$ cat config.mk
export PLATFORM = sky130hd
export DESIGN_NAME = uart_tx_buffer
export DESIGN_NICKNAME = d
export VERILOG_FILES = /design/src/rtl/uart_tx_buffer.sv
export SDC_FILE = /design/constraint.sdc
export NUM_CORES = 1
export LEC_CHECK = 0
export BUFFER_PORTS_ARGS = -buffer_cell sky130_fd_sc_hd__buf_4
export CAP_MARGIN = 20
export CORE_MARGIN = 8
export CORE_UTILIZATION = 61
export CTS_CLUSTER_DIAMETER = 60
export DETAILED_ROUTE_END_ITERATION = 8
export GPL_TIMING_DRIVEN = 0
export PLACE_DENSITY = 0.79
export SLEW_MARGIN = 20
export SYNTH_ARGS = -nofsm -noshare
export SYNTH_HDL_FRONTEND = slang
export SYNTH_SLANG_ARGS = --single-unit
$ cat constraint.sdc
create_clock -name clock -period 3.95 [get_ports clock]
set_clock_uncertainty 0.2 [all_clocks]
set_input_delay 0.5925 -clock clock [delete_from_list [all_inputs] [get_ports clock]]
set_output_delay 0.5925 -clock clock [all_outputs]
set_load 0.1 [all_outputs]
$ cat src/rtl/uart_tx_buffer.sv
// Byte FIFO feeding a UART transmitter: queues bytes from the producer and
// issues one send pulse per byte, pacing on the transmitter's busy line.
module uart_tx_buffer #(
    parameter int DEPTH      = 16,
    parameter int ADDR_WIDTH = 4
) (
    input  logic                  clock,
    input  logic                  reset,
    input  logic [7:0]            wr_data,
    input  logic                  wr_en,
    output logic                  full,
    output logic                  empty,
    output logic [ADDR_WIDTH:0]   count,
    output logic                  overflow,
    input  logic                  clear_overflow,
    output logic [7:0]            tx_data,
    output logic                  tx_send,
    input  logic                  tx_busy
);

    localparam logic [1:0] S_IDLE      = 2'd0;
    localparam logic [1:0] S_SEND      = 2'd1;
    localparam logic [1:0] S_WAIT_ACK  = 2'd2;
    localparam logic [1:0] S_WAIT_DONE = 2'd3;

    localparam logic [ADDR_WIDTH:0] CNT_FULL = (ADDR_WIDTH + 1)'(DEPTH);

    logic [7:0]            mem_q [DEPTH];
    logic [1:0]            state_q, state_d;
    logic [ADDR_WIDTH-1:0] rd_ptr_q, rd_ptr_d;
    logic [ADDR_WIDTH-1:0] wr_ptr_q, wr_ptr_d;
    logic [ADDR_WIDTH:0]   count_q, count_d;
    logic                  overflow_q, overflow_d;
    logic [7:0]            tx_data_q, tx_data_d;
    logic                  wr_accept;
    logic                  pop;

    assign full     = (count_q == CNT_FULL);
    assign empty    = (count_q == '0);
    assign count    = count_q;
    assign overflow = overflow_q;
    assign tx_data  = tx_data_q;
    assign tx_send  = (state_q == S_SEND);

    assign wr_accept = wr_en && !full;
    assign pop       = (state_q == S_IDLE) && !empty && !tx_busy;

    always_comb begin
        state_d    = state_q;
        rd_ptr_d   = rd_ptr_q;
        wr_ptr_d   = wr_ptr_q;
        count_d    = count_q;
        overflow_d = overflow_q;
        tx_data_d  = tx_data_q;

        if (wr_accept) begin
            wr_ptr_d = wr_ptr_q + 1'b1;
        end
        if (pop) begin
            rd_ptr_d  = rd_ptr_q + 1'b1;
            tx_data_d = mem_q[rd_ptr_q];
        end

        unique case ({wr_accept, pop})
            2'b10:   count_d = count_q + 1'b1;
            2'b01:   count_d = count_q - 1'b1;
            default: count_d = count_q;
        endcase

        // Clear beats a simultaneous dropped write.
        if (clear_overflow) begin
            overflow_d = 1'b0;
        end else if (wr_en && full) begin
            overflow_d = 1'b1;
        end

        unique case (state_q)
            S_IDLE:      if (pop) state_d = S_SEND;
            S_SEND:      state_d = S_WAIT_ACK;
            S_WAIT_ACK:  if (tx_busy) state_d = S_WAIT_DONE;
            S_WAIT_DONE: if (!tx_busy) state_d = S_IDLE;
            default:     state_d = S_IDLE;
        endcase
    end

    always_ff @(posedge clock or negedge reset) begin
        if (!reset) begin
            state_q    <= S_IDLE;
            rd_ptr_q   <= '0;
            wr_ptr_q   <= '0;
            count_q    <= '0;
            overflow_q <= 1'b0;
            tx_data_q  <= 8'h00;
        end else begin
            state_q    <= state_d;
            rd_ptr_q   <= rd_ptr_d;
            wr_ptr_q   <= wr_ptr_d;
            count_q    <= count_d;
            overflow_q <= overflow_d;
            tx_data_q  <= tx_data_d;
        end
    end

    // Storage needs no reset; stale entries are never read past count.
    always_ff @(posedge clock) begin
        if (wr_accept) begin
            mem_q[wr_ptr_q] <= wr_data;
        end
    end

endmodule

==> impl_metrics.yaml <==
logic_synthesis:
  synth_largest_area_cell: "edfxtp_1"
  ys_seq_elements: 152
  ys_types: 31
  synth_nets: 356
  synth_top_area_share_pct: 62.2
  seq_area_frac_synth_pct: 72.0
  synth_edf_count: 128
  yosysWarnings: 0
  syn_inst: 328
  synth_area_leaders: "edfxtp_1 (62%), dfrtp_1 (9.7%), mux4_2 (6.9%), mux4_1 (5.5%), ha_1 (2.8%)"
  async_flop_share_pct: 15.8
  syn_area_um2: 6170
  syn_avg_cell_area_um2: 18.8
  synth_ff_type: "edfxtp_1"
critical_path:
  crit_start: "state_q[0]"
  end_kind: "register"
  crit_fanout: 10
  slowest_delay_ns: 0.46
  crit_buf_inv: 3
  timing.rr.start: "state_q[0]"
  path_cells: "inv_1, ha_1, nand2b_1, a21oi_1, clkbuf_1, ha_1, inv_1, fa_1, nor2b_1, o21ai_0, nand3_1, or3b_2, xnor2_1"
  crit_type: "register to register"
  cp_top_family: "adder cells"
  cp-start-kind: "register"
  required_ns: 4.14
  cpMaxStageDelayCell: "or3b_2"
  arrival_ns: 3.72
drt:
  via_per_inst: 5.94
  drtPass1Iterations: 4
  drc: 0
  detail-route-antenna-nets: 0
  drtIter0Drc: 227
  vias: 3109
  wire_per_inst_um: 22.6
  drt_wl_total_mm: 11.8
clocking:
  clk_latency_ns: 0.51
  cts_resized: 0
  postCtsSetupBuffers: 0
  clock-root-buffer: "clkbuf_8"
  htreeDepth: 4
  path_clk_slew_ns: 0.06
  tritoncts: "built"
  cts-buffers-inserted: 17
  cts_sinks: 152
  cts_hold_buf: 1
  max-clock-path-buffers: 2
grt:
  grt_pass1_wl_mm: 18.4
  grt_usage_pct: 19.3
  grt_pass1_vias: 3210
  grt_overflow_total: 0
  grt_max_degree: 25
  antenna_found_initial: 0
sta:
  slew_viol_final: 0
  fmax_mhz: 284
  hold_viol: 0
  slew_headroom_pct: 45.6
  finalSetupTns_ns: 0
  rsz0062_at_grt: "no"
  finalCritPeriodShare_pct: 89.3
  tightest_slew_ns: 0.813
  setup_ws_ns: 0.423
  final.min_clock_period_ns: 3.53
  setup_viol: 0
floorplan:
  coreArea_um2: 9820
  ios: 30
  dieHeight_um: 117
  rows: 36
  die_area_um2: 13600
  start_util_pct: 62.9
  die_width_um: 117
hold_path:
  hold_class: "input pin to register"
  min-delay-start: "clear_overflow"
layout:
  drive_gt1_share_pct: 25.6
  diodes: 0
  area_delta_synth_final_pct: 16.2
  layout.cells.non_filler: 523
  final_nets: 405
pwr:
  peakVddDrop_mv: 0.560
  powerDensity_nw_per_um2: 823
  p_leak_nw: 2.54
  finalPower_w: 0.00591
placed_design:
  place_ws_ns: 0.375
  port_buffers: 29
  gp_congestion: 0.775
  hpwl_mm: 7.62
  placedCellCount: 490
status:
  status: "finished clean"
run:
  cap_violations: 0
[Yosys cell counts, drive strengths merged, types with 3 or more instances]
master	count
clkbuf	7
nand2	13
inv	11
mux4	32
buf	10
mux2	10
ha	14
a21oi	12
edfxtp	128
xor2	3
dfrtp	24
o21ai	8
nor3	4
xnor2	7
nand2b	4
nor2	13
o22ai	16
[state kept, by name (all words and copies together), names as in the netlist]
register,cells
count,5
mem_q,128
overflow,1
rd_ptr_q,4
state_q,2
tx_data,8
wr_ptr_q,4
[routing by layer]
layer	part of all wire (%)	GRT usage [%]	wire length, um	vias up
li1	-	-	-	1396
met1	43	26.9	5070	1584
met2	49	29.5	5740	123
met3	7.6	4.29	897	6
met4	0.98	7.00	116	0
met5	0	0	0	-
[worst reg2reg max path, cell delays in order (launching register included)]
cell	delay (ns)
dfrtp_1	0.42
inv_1	0.13
ha_1	0.19
nand2b_1	0.07
a21oi_1	0.26
clkbuf_1	0.41
ha_1	0.31
inv_1	0.10
fa_1	0.41
nor2b_1	0.11
o21ai_0	0.10
nand3_1	0.09
or3b_2	0.46
xnor2_1	0.14
[report_power, final]
group / total, W / switching [W] / leakage (nW) / internal [W]
sequential: 0.00213 / 0.000127 / 1.44 / 0.00200
combinational: 0.00219 / 0.00141 / 0.815 / 0.000777
clock: 0.00159 / 0.000580 / 0.289 / 0.00101
[stage by stage]
| step | hold slack, ns | area [um^2] | utilization, % |
|---|---|---|---|
| 2_1_floorplan | 0.0969 | 6170 | - |
| 3_5_place_dp | 0.298 | 6580 | 67.0 |
| 3_3_place_gp | 0.291 | 6560 | 66.8 |
| 6_report | 0.0331 | 7180 | 73.1 |
| 4_1_cts | 0.0101 | 7180 | 73.1 |
| 5_1_grt | 0.0204 | 7180 | 73.1 |
[cells by family after synthesis]
kind of cell             count (synthesis)  synth area share, %
AND/OR/NAND/NOR                         43                 3.24
buffers and inverters                   28                 2.41
flip-flops                             152                 72.0
XOR/XNOR                                10                 1.42
adder cells (fa/ha/maj)                 15                 3.16
multiplexers                            42                 14.3
AO/OA/AOI/OAI                           38                 3.51
[area by class of cell]
class                           count  area (um^2)
Fill cell                         591         2640
Sequential cell                   152         4440
Clock buffer                       23          467
Timing Repair Buffer               30          228
Clock inverter                      9          121
Tap cell                          133          166
Buffer                             17          108
Multi-Input combinational cell    148         1600
Inverter                           11         41.3
[cell usage in the layout, fill, tap and decap left out, types with 2 or more instances in the layout]
master	Yosys	routed
a21oi_1	12	12
and2_1	2	2
buf_1	2	2
buf_2	4	4
buf_4	0	29
buf_6	3	3
bufinv_16	0	3
clkbuf_1	7	10
clkbuf_16	0	16
clkbuf_8	0	4
clkinv_2	0	4
dfrtp_1	24	24
edfxtp_1	128	128
ha_1	14	14
inv_1	11	11
mux2_2	10	10
mux4_1	13	13
mux4_2	19	19
nand2_1	13	13
nand2b_1	4	4
nand4_1	2	2
nor2_1	13	13
nor3_2	0	4
o21ai_0	8	8
o22ai_1	16	16
xnor2_1	7	7
xor2_1	3	3
[final timing paths]
check                                    to  slack, ns  cells past startpoint
worst max-delay path               count[4]       0.42                     13
worst min-delay path               overflow       0.03                      2
worst max register to register     count[4]       0.42                     13
worst min register to register     overflow       0.30                      2
max in group asynchronous       wr_ptr_q[1]       2.96                      2
min in group asynchronous          count[3]       0.33                      2
No activity file was read; power rests on OpenSTA's default activity.
